## config.mk

```make
export PLATFORM = sky130hd
export DESIGN_NAME = note_spi_buffer_flat
export DESIGN_NICKNAME = d
export VERILOG_FILES = /design/src/rtl/note_spi_buffer_if.sv /design/src/rtl/note_spi_buffer.sv /design/src/flat_wrapper.sv
export SDC_FILE = /design/constraint.sdc
export NUM_CORES = 1
export LEC_CHECK = 0
export ABC_AREA = 0
export ABC_CLOCK_PERIOD_IN_PS = 3400
export CAP_MARGIN = 20
export CORE_UTILIZATION = 30
export CTS_BUF_LIST = sky130_fd_sc_hd__clkbuf_16
export CTS_CLUSTER_SIZE = 30
export DETAILED_ROUTE_END_ITERATION = 12
export DONT_BUFFER_PORTS = 1
export GPL_ROUTABILITY_DRIVEN = 0
export GPL_TIMING_DRIVEN = 0
export SYNTH_ARGS = -nofsm -noshare
export SYNTH_HDL_FRONTEND = slang
export SYNTH_SLANG_ARGS = --single-unit
```

## constraint.sdc

```tcl
create_clock -name clk -period 3.4 [get_ports clk]
set_input_delay 1.02 -clock clk [delete_from_list [all_inputs] [get_ports clk]]
set_output_delay 1.02 -clock clk [all_outputs]
set_load 0.005 [all_outputs]
```

## src/rtl/note_spi_buffer_if.sv

```systemverilog
// Note-capture inputs, SPI slave pins and queue status for note_spi_buffer.
interface note_spi_buffer_if #(
  parameter int AW = 4
);
  logic [7:0]  note;
  logic        new_note;
  logic [3:0]  note_dur;
  logic        sck;
  logic        cs_n;
  logic        sdo;
  logic [AW:0] fifo_cnt;
  logic        overflow;

  modport master (
    output note, new_note, note_dur, sck, cs_n,
    input  sdo, fifo_cnt, overflow
  );

  modport slave (
    input  note, new_note, note_dur, sck, cs_n,
    output sdo, fifo_cnt, overflow
  );
endinterface

```

## src/rtl/note_spi_buffer.sv

```systemverilog
// Pairs each ended note's pitch with its duration, queues it, and streams one 16-bit word
// per SPI chip-select frame (mode 0, MSB first); SPI edges act 3 clk after the pins move.
module note_spi_buffer #(
  parameter int DEPTH = 16,
  parameter int AW    = 4
) (
  input logic              clk,
  input logic              reset,
  note_spi_buffer_if.slave bus
);

  localparam logic [1:0] S_IDLE  = 2'd0;
  localparam logic [1:0] S_LOAD  = 2'd1;
  localparam logic [1:0] S_SHIFT = 2'd2;
  localparam logic [1:0] S_DONE  = 2'd3;

  localparam logic [AW:0] FULL_CNT = DEPTH[AW:0];

  logic [7:0]    cur_pitch;
  logic [7:0]    ended_pitch;
  logic          cap_pend;

  logic [11:0]   mem [DEPTH];
  logic [AW-1:0] wr_ptr;
  logic [AW-1:0] rd_ptr;
  logic [AW:0]   cnt;
  logic          ovf;

  logic          sck_s1, sck_s2, sck_d;
  logic          cs_s1, cs_s2, cs_d;

  logic [1:0]    state;
  logic [15:0]   shift_reg;
  logic [4:0]    bit_cnt;

  logic          sck_fall;
  logic          cs_fall;
  logic          cs_rise;
  logic          wr_req;
  logic          pop;
  logic          full;
  logic          wr_ok;
  logic          drop;

  assign sck_fall = sck_d & ~sck_s2;
  assign cs_fall  = cs_d & ~cs_s2;
  assign cs_rise  = ~cs_d & cs_s2;

  // A capture with zero duration is the first note after reset or a too-short note.
  assign wr_req = cap_pend && (bus.note_dur != 4'd0);
  assign pop    = (state == S_LOAD) && (cnt != '0);
  assign full   = (cnt == FULL_CNT);
  assign wr_ok  = wr_req && (!full || pop);
  assign drop   = wr_req && full && !pop;

  always_ff @(posedge clk or negedge reset) begin
    if (!reset) begin
      cur_pitch   <= '0;
      ended_pitch <= '0;
      cap_pend    <= 1'b0;
    end else begin
      cap_pend <= bus.new_note;
      if (bus.new_note) begin
        ended_pitch <= cur_pitch;
        cur_pitch   <= bus.note;
      end
    end
  end

  // Flops reset low so a chip select held low across reset cannot start a frame.
  always_ff @(posedge clk or negedge reset) begin
    if (!reset) begin
      sck_s1 <= 1'b0;
      sck_s2 <= 1'b0;
      sck_d  <= 1'b0;
      cs_s1  <= 1'b0;
      cs_s2  <= 1'b0;
      cs_d   <= 1'b0;
    end else begin
      sck_s1 <= bus.sck;
      sck_s2 <= sck_s1;
      sck_d  <= sck_s2;
      cs_s1  <= bus.cs_n;
      cs_s2  <= cs_s1;
      cs_d   <= cs_s2;
    end
  end

  always_ff @(posedge clk) begin
    if (wr_ok) begin
      mem[wr_ptr] <= {bus.note_dur, ended_pitch};
    end
  end

  always_ff @(posedge clk or negedge reset) begin
    if (!reset) begin
      wr_ptr <= '0;
      rd_ptr <= '0;
      cnt    <= '0;
      ovf    <= 1'b0;
    end else begin
      if (wr_ok) begin
        wr_ptr <= wr_ptr + 1'b1;
      end
      if (pop) begin
        rd_ptr <= rd_ptr + 1'b1;
      end
      case ({wr_ok, pop})
        2'b10:   cnt <= cnt + 1'b1;
        2'b01:   cnt <= cnt - 1'b1;
        default: cnt <= cnt;
      endcase
      if (drop) begin
        ovf <= 1'b1;
      end else if (pop) begin
        ovf <= 1'b0;
      end
    end
  end

  always_ff @(posedge clk or negedge reset) begin
    if (!reset) begin
      state     <= S_IDLE;
      shift_reg <= '0;
      bit_cnt   <= '0;
    end else if (cs_rise) begin
      state <= S_IDLE;
    end else begin
      case (state)
        S_IDLE: begin
          if (cs_fall) begin
            state <= S_LOAD;
          end
        end
        S_LOAD: begin
          // The word carries the overflow flag as it stood before this pop clears it.
          if (cnt != '0) begin
            shift_reg <= {1'b1, ovf, 2'b00, mem[rd_ptr]};
          end else begin
            shift_reg <= 16'h0000;
          end
          bit_cnt <= '0;
          state   <= S_SHIFT;
        end
        S_SHIFT: begin
          if (sck_fall) begin
            shift_reg <= {shift_reg[14:0], 1'b0};
            bit_cnt   <= bit_cnt + 1'b1;
            if (bit_cnt == 5'd15) begin
              state <= S_DONE;
            end
          end
        end
        default: begin
          state <= S_DONE;
        end
      endcase
    end
  end

  assign bus.sdo      = (state == S_SHIFT) & shift_reg[15];
  assign bus.fifo_cnt = cnt;
  assign bus.overflow = ovf;

endmodule

```

## src/flat_wrapper.sv

```systemverilog
// flat-port wrapper written by rule: the top's interface ports become plain ports
module note_spi_buffer_flat 
#(
  parameter int DEPTH = 16,
  parameter int AW    = 4
)
  (clk, reset, bus_note, bus_new_note, bus_note_dur, bus_sck, bus_cs_n, bus_sdo, bus_fifo_cnt, bus_overflow);
  note_spi_buffer_if #(.AW(AW)) bus_i ();
  input logic clk;
  input logic reset;
  input wire logic [$bits(bus_i.note)-1:0] bus_note;
  input wire logic [$bits(bus_i.new_note)-1:0] bus_new_note;
  input wire logic [$bits(bus_i.note_dur)-1:0] bus_note_dur;
  input wire logic [$bits(bus_i.sck)-1:0] bus_sck;
  input wire logic [$bits(bus_i.cs_n)-1:0] bus_cs_n;
  output wire logic [$bits(bus_i.sdo)-1:0] bus_sdo;
  output wire logic [$bits(bus_i.fifo_cnt)-1:0] bus_fifo_cnt;
  output wire logic [$bits(bus_i.overflow)-1:0] bus_overflow;
  assign bus_i.note = bus_note;
  assign bus_i.new_note = bus_new_note;
  assign bus_i.note_dur = bus_note_dur;
  assign bus_i.sck = bus_sck;
  assign bus_i.cs_n = bus_cs_n;
  assign bus_sdo = bus_i.sdo;
  assign bus_fifo_cnt = bus_i.fifo_cnt;
  assign bus_overflow = bus_i.overflow;
  note_spi_buffer #(.DEPTH(DEPTH), .AW(AW)) u_core (.clk(clk), .reset(reset), .bus(bus_i));
endmodule
```

# Word-level counts from Yosys, hierarchy flattened
# Memories as Yosys holds them, arrays and structs flattened.
# Index checks and enable logic that the tools add are counted.
# totals
ff_bits	60
latch_bits	0
mem_bits_rw	192
romBits	0
out_inout_bits	7
n_memories	1
# mem_list
name	words	width	rd	rd_ports_with_merged_regs	wr	line_no	source
u_core.mem	16	12	1	0	1	note_spi_buffer.sv:23	logic [11:0] mem [DEPTH];
# classes
n_addsub	5
multipliers	0
n_div	0
magnitude_cmp	0
n_eq_ne	10
n_shift	0
n_mux	15
bitwise_logic	8
n_reduce_logical	16
# ops
op	n
16-bit 2-to-1 mux	2
16-bit case mux with 2 select lines	1
5-bit case mux with 2 select lines	2
5-bit by 1-bit adder with 5-bit output, second input constant	2
3-bit by 1-bit != test with 1-bit output, second input constant	3
4-bit by 1-bit adder with 4-bit output, second input constant	2
2-bit 2-to-1 mux	4
2-bit case mux with 3 select lines	1
3-bit AND reduction	2
2-bit nonzero test	3
5-bit by 4-bit == test with 1-bit output, second input constant	1
5-bit == test, second input constant	1
1-bit logical AND	5
5-bit 2-to-1 mux	1
5-bit nonzero test	1
5-bit by 1-bit subtractor with 5-bit output, second input constant	1
1-bit bitwise AND	4
2-bit by 1-bit == test with 1-bit output, second input constant	2
2-bit == test, second input constant	2
1-bit 2-to-1 mux	4
1-bit inverter	4
4-bit nonzero test	1
1-bit logical NOT	2
2-bit logical NOT	1
2 further kinds	2

# Depth between registers and ports, before layout
# depth
ltp_word	6
depth_mapped	10
ltp_nobuf	10

# Worst setup path before layout
# No wires, ideal clock.
# synth_timing
kind	input to register
from	input bus_note_dur[1]
to	register u_core.cnt[4] (netlist: u_core.bus.fifo_cnt[4])
setup_ps	126
arrival_ps	3016
setup_slack_ps	257
path_stages	9
n_path_buf	0
path_cell_list	o41ai_4 -> inv_2 -> nor2_2 -> ha_1 -> a21o_1 -> a21oi_1 -> or3_1 -> a21oi_1 -> a311o_1
# synth_via
elab_chain_len	5
elab_cells_between_ends	7
classes_between	eq/ne (2); mux (1); reduce/logical (4)
# synth_lines
element	line_no	source
start: declaration	flat_wrapper.sv:13	input wire logic [$bits(bus_i.note_dur)-1:0] bus_note_dur;
4-bit nonzero test *	note_spi_buffer.sv:50	assign wr_req = cap_pend && (bus.note_dur != 4'd0);
1-bit logical AND *	note_spi_buffer.sv:50	
1-bit logical AND *	note_spi_buffer.sv:53	assign wr_ok = wr_req && (!full || pop);
2-bit by 1-bit == test with 1-bit output / 2-bit == test (equally long branches)	note_spi_buffer.sv:108	case ({wr_ok, pop})
5-bit case mux with 2 select lines / 2-bit nonzero test (equally long branches)	--	
end signal: assignment	note_spi_buffer.sv:109	2'b10: cnt <= cnt + 1'b1;
end signal: assignment	note_spi_buffer.sv:110	2'b01: cnt <= cnt - 1'b1;
end signal: assignment	note_spi_buffer.sv:111	default: cnt <= cnt;
end: declaration	note_spi_buffer.sv:26	logic [AW:0] cnt;
# Mark *: on every way between the ends. The rest lies on a longest branch, timed or not.
# A chain may end at the register's enable or synchronous reset.

# Worst setup path after layout
# layout_timing
from	register u_core.cnt[1] (netlist: u_core.bus.fifo_cnt[1])
to	register u_core.cnt[4] (netlist: u_core.bus.fifo_cnt[4])
# layout_via
elab_chain_len	6
elab_cells_between_ends	12
classes_between	add/sub (2); eq/ne (3); mux (1); reduce/logical (6)
# layout_lines
element	line_no
5-bit == test / 5-bit nonzero test (equally long branches)	note_spi_buffer.sv:52, note_spi_buffer.sv:51
1-bit logical NOT / 1-bit logical AND (equally long branches)	note_spi_buffer.sv:53, note_spi_buffer.sv:51
1-bit logical OR	note_spi_buffer.sv:53
1-bit logical AND	note_spi_buffer.sv:53
2-bit by 1-bit == test with 1-bit output / 2-bit == test (equally long branches)	note_spi_buffer.sv:108
5-bit case mux with 2 select lines / 2-bit nonzero test (equally long branches)	--
# Several ways; a longest one is shown, not always the timed one.

==> parameters.txt <==
Parameter                              Value

Status
  Result of the run ... finished, final reports clean

Clock network
  Clock root buffer master ... sky130_fd_sc_hd__clkbuf_16
  Maximum count of clock buffers along a single path ... 3
  Sink count of the clock tree ... 252
  Post-CTS Setup Inserts ... 0
  Clock transition at path regs ... 0.06 ns
  Count of hold-fix buffers inserted at cts ... 0
  Cts bufs inserted ... 25
  Clk_lat worst skew ... 0.54 ns
  H-tree depth ... 1
  CTS tree ... done
  Count of cells resized by post-cts repair ... 0

Global route
  All-Layer GR Usage ... 12.1%
  Pin count of the biggest net entering global routing ... 61
  Vias in the first global route ... 5105
  Global-route wire length before repair ... 31.0 mm
  Antenna violations before repair ... 0
  Final global-route overflow total ... 0

Layout
  Ratio of cells with drive above 1 in the final layout ... 18.2%
  Post-layout utilization of the core ... 34.5%
  Antenna diode count ... 0
  Post-route cell area ... 0.0115 sq mm
  Final net count ... 613
  Number of flip-flops in the largest register ... 192
  Final-layout fill cell count ... 3184
  Layout overhead on the synthesized area ... 13.3%
  Number of cells in the finished layout apart from fillers ... 1048

Synth
  Most used flip-flop cell after synthesis ... sky130_fd_sc_hd__edfxtp_1
  Synth async-reset ratio ... 23.8%
  Mapped Nets ... 586
  #FFs+latches synth ... 252
  Mean post-synth cell area ... 18.4 sq um
  Number of flops mapped to enable cells by yosys ... 192
  Share of synthesized area occupied by flip-flops and latches ... 71.4%
  Mapped Cells ... 554
  Warning count from the yosys run ... 0
  Post-synthesis instance area ... 0.0102 sq mm
  Distinct cells, synth ... 53

Worst setup path
  Critical path origin ... u_core.bus.fifo_cnt[1]
  Kind of start point of the critical path ... flop
  Critical path start-end classification ... reg -> reg
  Worst path arrival time ... 3.50 ns
  Critical Path Sink Type ... flop
  Required time reported for the critical path endpoint ... 3.80 ns
  Ordered list of cells on the worst path ... or4_4 > o21ai_2 > nor2_2 > fa_1 > a21o_1 > a21oi_1 > or3_1 > a21oi_1 > a311o_1
  Critical path fanouts, max ... 6
  Cell mode on critical path ... sky130_fd_sc_hd__a21oi_1
  Delay of the slowest cell on the worst path ... 0.60 ns
  Library cell contributing the largest single delay on the critical path ... sky130_fd_sc_hd__or4_4
  Crit Reg-Reg Startpoint ... u_core.bus.fifo_cnt[1]
  CP bufs+invs ... 0
  Family of cells with the greatest summed delay on the critical path ... compound AO/OA/AOI/OAI gates

Detailed routing
  Final routed wirelength across all metal layers ... 20.2 mm
  Detailed-route DRC error count ... 0
  Total vias in the final route ... 4942
  Wire per inst ... 19.3 microns
  Mean number of vias per cell ... 4.72
  Initial DRC Count ... 304
  Post-DRT Antenna Nets ... 0
  Number of detailed-route iterations in the first pass ... 4

Power
  Leakage power ... 0.00400 uW
  Largest voltage drop on the vdd net ... 481 uV
  Total power density per cell area ... 824 mW/mm^2

Timing
  Slew at the pin closest to its max-slew limit ... 0.794 ns
  Worst relative slew slack ... 47.1%
  Achievable clock frequency ... 0.323 GHz
  Worst clock skew ... 0.0204 ns
  Max Transition Viols Final ... 0
  Count of final setup violators ... 0
  Unrepaired setup endpoints after global routing ... false
  Final cycle utilization of the critical path ... 90.9%
  Number of hold-slack violations in the final timing report ... 0
  Minimum clock period after layout ... 3.09 ns

Die
  Die area ... 0.0347 sq mm
  Die span in x ... 186 microns
  Placement row count ... 67
  Effective utilization at floorplan ... 30.4%
  Die boundary height ... 186 microns
  Area of the core ... 0.0334 sq mm
  Number of primary I/O pins ... 24

Placed design
  Placed cell area ... 0.0107 sq mm
  HPWL after detailed placement ... 12.9 mm
  Cell total after placement ... 1002
  PortBufs ... 0

Min path
  Worst min-delay path class ... in -> async

Flow run
  Max_cap viols ... 0
==> cell type report <==
| cell class | instances | area [sq um] | share of cell area, % |
|---|---|---|---|
| inverter | 9 | 33.8 | 0.293 |
| tap | 448 | 561 | 4.86 |
| multi-input combinational | 268 | 2740 | 23.8 |
| buffer | 25 | 139 | 1.20 |
| clock inverter | 19 | 116 | 1.01 |
| sequential | 252 | 7270 | 63.0 |
| clock buffer | 27 | 676 | 5.86 |
==> path summary, 6_finish.rpt <==
check	to	depth (start not counted)	slack (ns)
setup / recovery	u_core.bus.fifo_cnt[4]	9	0.31
hold / removal	u_core.shift_reg[2]	0	0.19
setup reg to reg	u_core.bus.fifo_cnt[4]	9	0.31
hold reg to reg	u_core.sck_s2	0	0.36
max in group asynchronous	u_core.ended_pitch[0]	0	3.07
min in group clk	u_core.sck_s2	0	0.36
==> cells in the mapped netlist, drive strengths merged (2+ instances only) <==
cell type | count | area share [%]
edfxtp | 192 | 57
xnor2 | 8 | 0.69
nand4 | 3 | 0.18
mux2i | 19 | 1.9
mux2 | 20 | 2.2
nand2b | 4 | 0.25
clkbuf | 12 | 0.44
ha | 14 | 1.7
a21o | 2 | 0.15
a22oi | 2 | 0.15
o211ai | 11 | 0.81
and3b | 2 | 0.17
dfrtp | 60 | 15
mux4 | 48 | 11
o21bai | 9 | 0.66
xor2 | 2 | 0.17
buf | 13 | 0.92
a221oi | 2 | 0.23
o21ai | 9 | 0.48
inv | 9 | 0.33
a21oi | 7 | 0.45
nor2 | 10 | 0.39
nor2b | 3 | 0.18
nand3 | 22 | 1.1
nand2 | 32 | 1.2
and3 | 3 | 0.18
and2 | 19 | 1.2
nand3b | 2 | 0.15
or3 | 2 | 0.12
==> layout by cell type, fill, tap and decap left out, drive strengths merged, types with 7 or more instances in the layout <==
master / n
edfxtp: 192
dfrtp: 60
mux4: 48
clkbuf: 39
nand2: 32
inv: 23
nand3: 22
mux2: 20
and2: 19
mux2i: 19
ha: 14
buf: 13
o211ai: 11
nor2: 10
o21bai: 9
o21ai: 9
xnor2: 8
a21oi: 7
==> power by group <==
group	leakage, uW	total (uW)	switching (uW)	internal (uW)
registers	0.00246	4120	292	3830
logic	0.00110	2730	1500	1230
clock network	0.000435	2640	1140	1510
total	0.00400	9500	2930	6570
==> worst register-to-register path, cell delays in order (launching register included) <==
cell and delay (ns):
sky130_fd_sc_hd__dfrtp_1 0.46, sky130_fd_sc_hd__or4_4 0.60, sky130_fd_sc_hd__o21ai_2 0.33, sky130_fd_sc_hd__nor2_2 0.15, sky130_fd_sc_hd__fa_1 0.43, sky130_fd_sc_hd__a21o_1 0.20, sky130_fd_sc_hd__a21oi_1 0.25, sky130_fd_sc_hd__or3_1 0.17
sky130_fd_sc_hd__a21oi_1 0.06, sky130_fd_sc_hd__a311o_1 0.32
==> routing by layer <==
layer	up-vias	part of all wire (%)	track usage, %
met4	0	1.7	2.43
li1	2241	-	-
met2	75	47	19.6
met5	-	0	0
met1	2596	47	17.0
met3	30	3.9	2.22
==> cells by family after synthesis <==
kind of cell / count (synthesis) / synth area share (%)
buffers and inverters: 34 / 1.70
muxes: 87 / 15.0
xor gates and xnor gates: 10 / 0.861
and+or+nand+nor: 106 / 5.36
adders and majority gates: 15 / 1.92
DFF: 252 / 71.4
AOI/OAI and AO/OA: 50 / 3.81
==> stage by stage <==
stage / setup WS (ns) / hold slack (ns) / setup TNS (ns) / power, uW
5_1_grt: 0.119 / 0.154 / 0 / 10000
6_report: 0.308 / 0.186 / 0 / 9500
4_1_cts: 0.292 / 0.158 / 0 / 9620
2_1_floorplan: 0.257 / 0.331 / 0 / 6160
3_3_place_gp: -0.0299 / 0.346 / -0.0299 / 6940
3_5_place_dp: -0.0581 / 0.341 / -0.0581 / 6970
No activity file was read; power rests on OpenSTA's default activity.
